$ cat src/rtl/digit_scan.sv
// digit_scan: display back-end for the clock. Collects SOF-delimited frames
// of six digit codes into a shadow buffer and commits them atomically to the
// display buffer. Scans a 6-digit multiplexed, active-low 7-segment display
// with a one-cycle blank on every position change.
// Optional feature macro: DP_BLINK_EN. It blinks the colon decimal points
// at positions 1 and 3.
module digit_scan #(
  parameter int unsigned SCAN_DIV  = 50000,
  parameter int unsigned BLINK_DIV = 500
) (
  input  logic       sclk,
  input  logic       rst_n,
  input  logic       ce,
  input  logic [4:0] digit,
  output logic [7:0] seg,
  output logic [5:0] sel,
  output logic       frame_err
);

  localparam int unsigned PW = (SCAN_DIV > 1) ? $clog2(SCAN_DIV) : 1;
  localparam logic [4:0] C_BLANK = 5'h10;
  localparam logic [4:0] C_SOF   = 5'h1F;

  typedef enum logic {S_IDLE, S_COLLECT} state_e;

  state_e        state_q;
  logic [2:0]    idx_q;
  logic [4:0]    shadow_q [6];
  logic [4:0]    disp_q   [6];
  logic [PW-1:0] presc_q;
  logic [2:0]    pos_q;
  logic          drive_q;
  logic          tick;
  logic          is_sof;
  logic          is_data;
  logic          dp_w;

  // Active-low a..g pattern for a stored display code; anything else is blank
  function automatic logic [6:0] seg7(input logic [4:0] c);
    case (c)
      5'd0:    seg7 = 7'h40;
      5'd1:    seg7 = 7'h79;
      5'd2:    seg7 = 7'h24;
      5'd3:    seg7 = 7'h30;
      5'd4:    seg7 = 7'h19;
      5'd5:    seg7 = 7'h12;
      5'd6:    seg7 = 7'h02;
      5'd7:    seg7 = 7'h78;
      5'd8:    seg7 = 7'h00;
      5'd9:    seg7 = 7'h10;
      default: seg7 = 7'h7F;
    endcase
  endfunction

  // Classify the incoming code and detect the prescaler wrap
  always_comb begin
    is_sof  = (digit == C_SOF);
    is_data = (digit <= 5'd9) || (digit == C_BLANK);
    tick    = (presc_q == PW'(SCAN_DIV - 1));
  end

  // Frame collection FSM: the shadow fills and disp commits on the 6th data code
  always_ff @(posedge sclk or negedge rst_n) begin
    if (!rst_n) begin
      state_q   <= S_IDLE;
      idx_q     <= '0;
      frame_err <= 1'b0;
      for (int unsigned i = 0; i < 6; i++) begin
        shadow_q[i] <= C_BLANK;
        disp_q[i]   <= C_BLANK;
      end
    end else begin
      frame_err <= 1'b0;
      if (ce) begin
        unique case (state_q)
          S_IDLE: begin
            if (is_sof) begin
              state_q <= S_COLLECT;
              idx_q   <= '0;
            end
          end
          S_COLLECT: begin
            if (is_sof) begin
              idx_q <= '0;
              if (idx_q != '0) frame_err <= 1'b1;
            end else if (is_data) begin
              shadow_q[idx_q] <= digit;
              if (idx_q == 3'd5) begin
                for (int unsigned i = 0; i < 5; i++) disp_q[i] <= shadow_q[i];
                disp_q[5] <= digit;
                state_q   <= S_IDLE;
                idx_q     <= '0;
              end else begin
                idx_q <= idx_q + 3'd1;
              end
            end else begin
              frame_err <= 1'b1;
              state_q   <= S_IDLE;
              idx_q     <= '0;
            end
          end
          default: state_q <= S_IDLE;
        endcase
      end
    end
  end

`ifdef DP_BLINK_EN
  localparam int unsigned BW = (BLINK_DIV > 1) ? $clog2(BLINK_DIV) : 1;
  logic [BW-1:0] blink_cnt_q;
  logic          blink_q;

  // Blink phase toggles every BLINK_DIV scan ticks, starting off
  always_ff @(posedge sclk or negedge rst_n) begin
    if (!rst_n) begin
      blink_cnt_q <= '0;
      blink_q     <= 1'b0;
    end else if (tick) begin
      if (blink_cnt_q == BW'(BLINK_DIV - 1)) begin
        blink_cnt_q <= '0;
        blink_q     <= ~blink_q;
      end else begin
        blink_cnt_q <= blink_cnt_q + BW'(1);
      end
    end
  end

  // Colon points at positions 1 and 3 light while the phase is on
  always_comb dp_w = ~(blink_q && ((pos_q == 3'd1) || (pos_q == 3'd3)));
`else
  // BLINK_DIV only matters in the blink build; the point stays dark here
  localparam bit DP_OFF = (BLINK_DIV >= 1) || 1'b1;
  always_comb dp_w = DP_OFF;
`endif

  // Scan: blank for the tick cycle, then drive pos_q and step to the next position.
  // pos_q names the position shown after the pending tick, so it advances at
  // drive time; the visible order matches advancing on the tick.
  always_ff @(posedge sclk or negedge rst_n) begin
    if (!rst_n) begin
      presc_q <= '0;
      pos_q   <= '0;
      drive_q <= 1'b0;
      seg     <= 8'hFF;
      sel     <= 6'h3F;
    end else begin
      drive_q <= tick;
      presc_q <= tick ? '0 : presc_q + PW'(1);
      if (tick) begin
        sel <= 6'h3F;
        seg <= 8'hFF;
      end else if (drive_q) begin
        sel   <= ~(6'b000001 << pos_q);
        seg   <= {dp_w, seg7(disp_q[pos_q])};
        pos_q <= (pos_q == 3'd5) ? '0 : pos_q + 3'd1;
      end
    end
  end

endmodule

$ cat config.mk
export PLATFORM = sky130hd
export DESIGN_NAME = digit_scan
export DESIGN_NICKNAME = d
export VERILOG_FILES = /design/src/rtl/digit_scan.sv
export SDC_FILE = /design/constraint.sdc
export NUM_CORES = 1
export LEC_CHECK = 0
export CAP_MARGIN = 30
export CELL_PAD_IN_SITES_DETAIL_PLACEMENT = 1
export CELL_PAD_IN_SITES_GLOBAL_PLACEMENT = 1
export CORE_MARGIN = 1.5
export CORE_UTILIZATION = 49
export DETAILED_ROUTE_END_ITERATION = 6
export GPL_TIMING_DRIVEN = 0
export MAX_ROUTING_LAYER = met4
export PLACE_DENSITY = 0.81
export RECOVER_POWER = 25
export SETUP_SLACK_MARGIN = 0.05
export SYNTH_ARGS = -nofsm -noshare
export SYNTH_HDL_FRONTEND = slang
export SYNTH_SLANG_ARGS = --single-unit
$ cat constraint.sdc
create_clock -name sclk -period 3 [get_ports sclk]
set_clock_uncertainty 0.1 [all_clocks]
set_input_delay 0.75 -clock sclk [delete_from_list [all_inputs] [get_ports sclk]]
set_output_delay 0.75 -clock sclk [all_outputs]
set_load 0.05 [all_outputs]
# Yosys cells after proc, flatten, opt, wreduce, memory -nomap -nowiden
# Memory sizes are Yosys's and may differ from the RTL's.
# Index checks and enable logic that the tools add are counted.
[totals] regBits=99 mem_bits_ro=112 input_bits=8 word_cells=77 memories=1
[memory_table] name="(no name shown)" depth=16 width=7 rd=1 rd_ports_with_merged_regs=0 wr=0 line="40" text="case (c)"
[classes] addsub=3 magnitude_cmp=4 n_eq_ne=6 shift=1 n_mux=28 bitwise=6 n_reduce_logical=8
[ops] cell="$bwmux 30" n=1
[ops] cell="$add 16x1->16 const B" n=1
[ops] cell="$eq 16x16->1 const B" n=1
[ops] cell="$mux 16" n=1
[ops] cell="$mux 8" n=2
[ops] cell="$bmux 5 s3" n=1
[ops] cell="$demux 5 s3" n=1
[ops] cell="$mux 3" n=5
[ops] cell="$mux 5" n=3
[ops] cell="$mux 6" n=2
[ops] cell="$eq 5x5->1 const B" n=2
[ops] cell="$mux 1" n=9
[ops] cell="$ge 4x4->1 const B" n=2
[ops] cell="$not 3->4" n=2
[ops] cell="$mux 7" n=1
[ops] cell="$add 3x1->3 const B" n=2
[ops] cell="$eq 3x3->1 const B" n=2
[ops] cell="$not 6->6" n=1
[ops] cell="$pmux 3 s2" n=1
[ops] cell="$shl 1x3->6 const A" n=1
[ops] cell="$le 5x4->1 const B" n=1
[ops] cell="$reduce_and 5->1" n=1
[ops] cell="$lt 4x1->1 const B" n=1
[ops] cell="$reduce_and 2->1" n=2
[ops] cell="8 further kinds" n=10

# Depth between registers and ports, before layout
# An unclocked memory read counts as a cell.
[logic_depth] word_depth=8 depth_mapped=12

# Least setup slack after synthesis
# OpenSTA, ideal clock, no wires.
[synth_timing] path_type="register -> register" from="reg pos_q[0]" to="reg seg[4]" setup_ns=0.077 arrival_ns=2.531 setup_slack_ns=0.292 path_stages_with_launch=13 path_buffers=2 period_less_slack_ns=2.708 path_cell_list="dfrtp_1 buf_2 buf_2 mux2i_1 nor2_1 nor3_1 inv_1 ha_1 and2_1 o21ai_0 a21boi_0 a2111o_1 a31oi_1"
[synth_between] elab_chain_cells=8
[synth_lines] element="start: declaration" line="31" text="logic [2:0] pos_q;"
[synth_lines] element="start signal: assignment" line="155" text="pos_q <= (pos_q == 3'd5) ? '0 : pos_q + 3'd1;"
[synth_lines] element="$not 3->4 (not written as such) *" line="154" text="seg <= {dp_w, seg7(disp_q[pos_q])};"
[synth_lines] element="$bmux 5 s3 *" line="154"
[synth_lines] element="$mux 5 (not written as such) * (2 in a row)" line="154"
[synth_lines] element="$mem_v2 16x7"
[synth_lines] element="$mux 7 *" line="40"
[synth_lines] element="$mux 8 *" line="152" text="end else if (drive_q) begin"
[synth_lines] element="$mux 8 *" line="149" text="if (tick) begin"
[synth_lines] element="end signal: assignment" line="154"
[synth_lines] element="end: declaration" line="15" text="output logic [7:0] seg,"
# Mark *: on every way between the ends. The rest lies on a longest branch, timed or not. The select of a mux whose other input is x is not followed.
# A chain may end at the register's enable or synchronous reset.

# Worst setup path in the final report
[layout_timing] from="in digit[0]" to="reg shadow_q[28] (netlist name)"
[layout_between] elab_chain_cells=3 elab_cells_between_ends=6
[layout_lines] element="start: declaration" line="14" text="input logic [4:0] digit,"
[layout_lines] element="$le 5x4->1 (tied with other cells)" line="58" text="is_data = (digit <= 5'd9) || (digit == C_BLANK);"
[layout_lines] element="$logic_or 1x1->1 / $not 1->1 (equally long branches)"
[layout_lines] element="$reduce_and 4->1 (no source line) *"
[layout_lines] element="end signal: indexed assignment" line="87" text="shadow_q[idx_q] <= digit;"
[layout_lines] element="end: declaration" line="28" text="logic [4:0] shadow_q [6];"
# Mark *: on every way between the ends. The rest lies on a longest branch, timed or not.

==> out/metrics.yaml <==
global_route:
  grt_max_degree: 70
  grt_first_pass_wirelength_um: 15900
  grt_antenna_before_repair: 0
  grt_pass1_vias: 3103
  global_route.overflow_total: 0
  total_routing_resource_utilization_after_global_routing: 0.216
detailed_routing:
  routed_wl_um: 9180
  routed.top_layer: "met4"
  routed_wire_length_per_instance_um: 18.3
  post_drt_via_cell_ratio: 5.69
  met1Wirelength_um: 4370
  drcViolationCount: 0
  route.met2.wl_um: 4530
  first_iter_violations: 102
  firstDrtPassIters: 4
  met3_wirelength_um: 141
  drtAntennaViolNets: 0
  routed-via-count: 2857
floorplan:
  floorplan.io_pins: 23
  dieWidth_um: 97.9
  core_area_mm2: 0.00872
  start_util: 0.506
  num_rows: 34
  design.die.area_mm2: 0.00958
  chipHeight_um: 97.9
final_layout:
  area_growth_pct: 13.3
  drive_above_1_share: 0.327
  mostFrequentLayoutCells: "69 x sky130_fd_sc_hd__dfrtp_1, 56 x sky130_fd_sc_hd__mux2_2, 29 x sky130_fd_sc_hd__nor2_1, 24 x sky130_fd_sc_hd__dfstp_2, 21 x sky130_fd_sc_hd__nand2_1"
  stdcell_count: 502
  fin_nets: 404
  antenna-diode-count: 0
  layout.cells.most_common: "sky130_fd_sc_hd__dfrtp_1"
power_and_ir_drop:
  p_switching_w: 0.000512
  p_leak_nw: 2.29
  pwr-share-comb: 0.037
  swShare: 0.229
  clockPowerShare: 0.380
  intPower_w: 0.00172
  pwr-share-seq: 0.582
  power_density_mw_per_mm2: 447
  worst_ir_drop_vdd_uv: 273
logic_synthesis:
  async_reset_ff_frac: 1.00
  post_synthesis_instance_area_mm2: 0.00441
  average_cell_area_after_synthesis_um2: 12.4
  synth-main-ff-cell: "sky130_fd_sc_hd__dfrtp_1"
  synth_enable_flop_cells: 0
  synthCells: 356
  yosys.cell_types.count: 61
  seq_area_frac_synth: 0.534
  mappedNetlistNets: 371
  yosysWarnings: 0
  postSynthRegisterBits: 93
clocking:
  postCtsHoldBufs: 0
  clockBufferDepth: 2
  cts_buffers: 9
  cts.htree.levels: 3
  cts_tree: "built"
  cts_clk_pin_slew_worst_paths_ns: 0.09
  clk_latency_ns: 0.35
  clk_root_buffer_cell: "sky130_fd_sc_hd__clkbuf_8"
  clock_sinks: 93
timing:
  finalSetupTns_ns: 0
  timing.final.hold_violations: 0
  slew_headroom: 0.126
  finalSetupViolations: 0
  fmax_mhz: 352
  worst_pin_slew_ns: 1.31
  final_critical_delay_including_setup_and_external_delays_ns: 2.84
  rsz_0062_raised_after_global_routing: "true"
  slew_violations: 0
  layout_worst_path_cycle_share: 0.948
  whs_ns: 0.381
run_status:
  run_status: "complete, no violations"
placement:
  place_congestion: 0.878
  dpl.hpwl_um: 6600
  dp_cells: 486
  io_buffers: 21
critical_path:
  critical_path_arrival_ns: 2.98
  worstPathMaxFanout: 8
  worst_ep_required_time_ns: 3.14
  rr_worst_depth: 12
  critPathKind: "input port to register"
  worst_setup_path_start_kind: "input port"
  worstSetupEndpointType: "register"
hold_path:
  timing.hold.worst_path_depth: 1
  hold_class: "register to register"
run:
  maxCapViolCount: 0
logic make-up after synthesis:
family,share of synthesized area
other cells,0.000850
fa+ha+maj,0.0198
xor+xnor,0.0298
flops,0.534
compound gates,0.0726
mux,0.186
buf+inv,0.0238
simple gates,0.133
timing repair:
| item | in CTS | in global routing |
|---|---|---|
| buffers inserted | 1 | 0 |
| setup endpoints to repair | 6 | 14 |
| pin swaps | 1 | 1 |
| gates resized for setup | 6 | 4 |
cells in the mapped netlist, types with 4 or more instances:
| cell type | instances | area share |
|---|---|---|
| sky130_fd_sc_hd__nor2b_1 | 5 | 0.0071 |
| sky130_fd_sc_hd__dfstp_2 | 24 | 0.14 |
| sky130_fd_sc_hd__clkbuf_1 | 4 | 0.0034 |
| sky130_fd_sc_hd__dfrtp_1 | 69 | 0.39 |
| sky130_fd_sc_hd__and2_1 | 4 | 0.0057 |
| sky130_fd_sc_hd__nand3_1 | 10 | 0.011 |
| sky130_fd_sc_hd__inv_1 | 6 | 0.0051 |
| sky130_fd_sc_hd__o21ai_0 | 10 | 0.011 |
| sky130_fd_sc_hd__mux2i_1 | 11 | 0.025 |
| sky130_fd_sc_hd__xor2_1 | 8 | 0.016 |
| sky130_fd_sc_hd__mux2_2 | 56 | 0.14 |
| sky130_fd_sc_hd__and3_1 | 6 | 0.0085 |
| sky130_fd_sc_hd__o22a_2 | 4 | 0.0091 |
| sky130_fd_sc_hd__nor3_1 | 10 | 0.011 |
| sky130_fd_sc_hd__nor2_1 | 29 | 0.025 |
| sky130_fd_sc_hd__nand2_1 | 21 | 0.018 |
| sky130_fd_sc_hd__buf_2 | 5 | 0.0057 |
| sky130_fd_sc_hd__ha_1 | 7 | 0.020 |
| sky130_fd_sc_hd__xnor2_1 | 7 | 0.014 |
layout make-up:
| type | count | area (um^2) |
|---|---|---|
| Clock inverter | 5 | 60.1 |
| Multi-Input combinational cell | 243 | 1980 |
| Clock buffer | 11 | 141 |
| Fill cell | 902 | 3720 |
| Inverter | 7 | 31.3 |
| Timing Repair Buffer | 23 | 219 |
| Tap cell | 108 | 135 |
| Buffer | 12 | 81.3 |
| Sequential cell | 93 | 2360 |
worst max-delay path, stage by stage:
cell and delay (ns):
sky130_fd_sc_hd__clkdlybuf4s50_1 0.59, sky130_fd_sc_hd__o21ai_0 0.32, sky130_fd_sc_hd__a21oi_2 0.15, sky130_fd_sc_hd__or3_1 0.44, sky130_fd_sc_hd__nor3_4 0.35, sky130_fd_sc_hd__mux2_2 0.38
sequential cells by signal (all words and copies together), names as in the netlist:
name,count
disp_q,30
drive_q,1
frame_err,1
idx_q,3
pos_q,3
presc_q,16
seg,7
sel,6
shadow_q,25
state_q,1
power groups by stage:
stage	sequential, W	combinational (W)	clock (W)
floorplan	0.00132	0.0000347	0
global placement	0.00132	0.0000802	0
detailed placement	0.00132	0.0000892	0
CTS	0.00130	0.0000900	0.000877
global route	0.00130	0.0000933	0.000925
finish	0.00130	0.0000838	0.000850
per-stage QoR:
stage               setup WS, ns  total power, W  area (um^2)   util
floorplan                  0.292         0.00135         4410      -
global placement           -2.22         0.00140         4760  0.546
detailed placement        -0.450         0.00141         4780  0.548
CTS                       0.0516         0.00227         5010  0.575
global route              0.0130         0.00232         5000  0.573
finish                     0.157         0.00223         5000  0.573
worst paths after layout:
kind                                       from                        to  slack (ns)
max reg2reg                pos_q[0]$_DFFE_PN0P_        seg[4]$_DFFE_PN1P_        0.24
max in group asynchronous                 rst_n     presc_q[14]$_DFF_PN0_        0.57
max                                    digit[0]  shadow_q[28]$_DFFE_PN0P_        0.16
min                        presc_q[0]$_DFF_PN0_      presc_q[0]$_DFF_PN0_        0.38
min reg2reg                presc_q[0]$_DFF_PN0_      presc_q[0]$_DFF_PN0_        0.38
min in group asynchronous                 rst_n      presc_q[4]$_DFF_PN0_        0.57
layer usage:
layer  vias up  track usage
li1       1331            -
met4         0       0.0681
met1      1478        0.293
met3        15       0.0243
met2        33        0.343
met5         -            -
No activity file was read; power rests on OpenSTA's default activity.
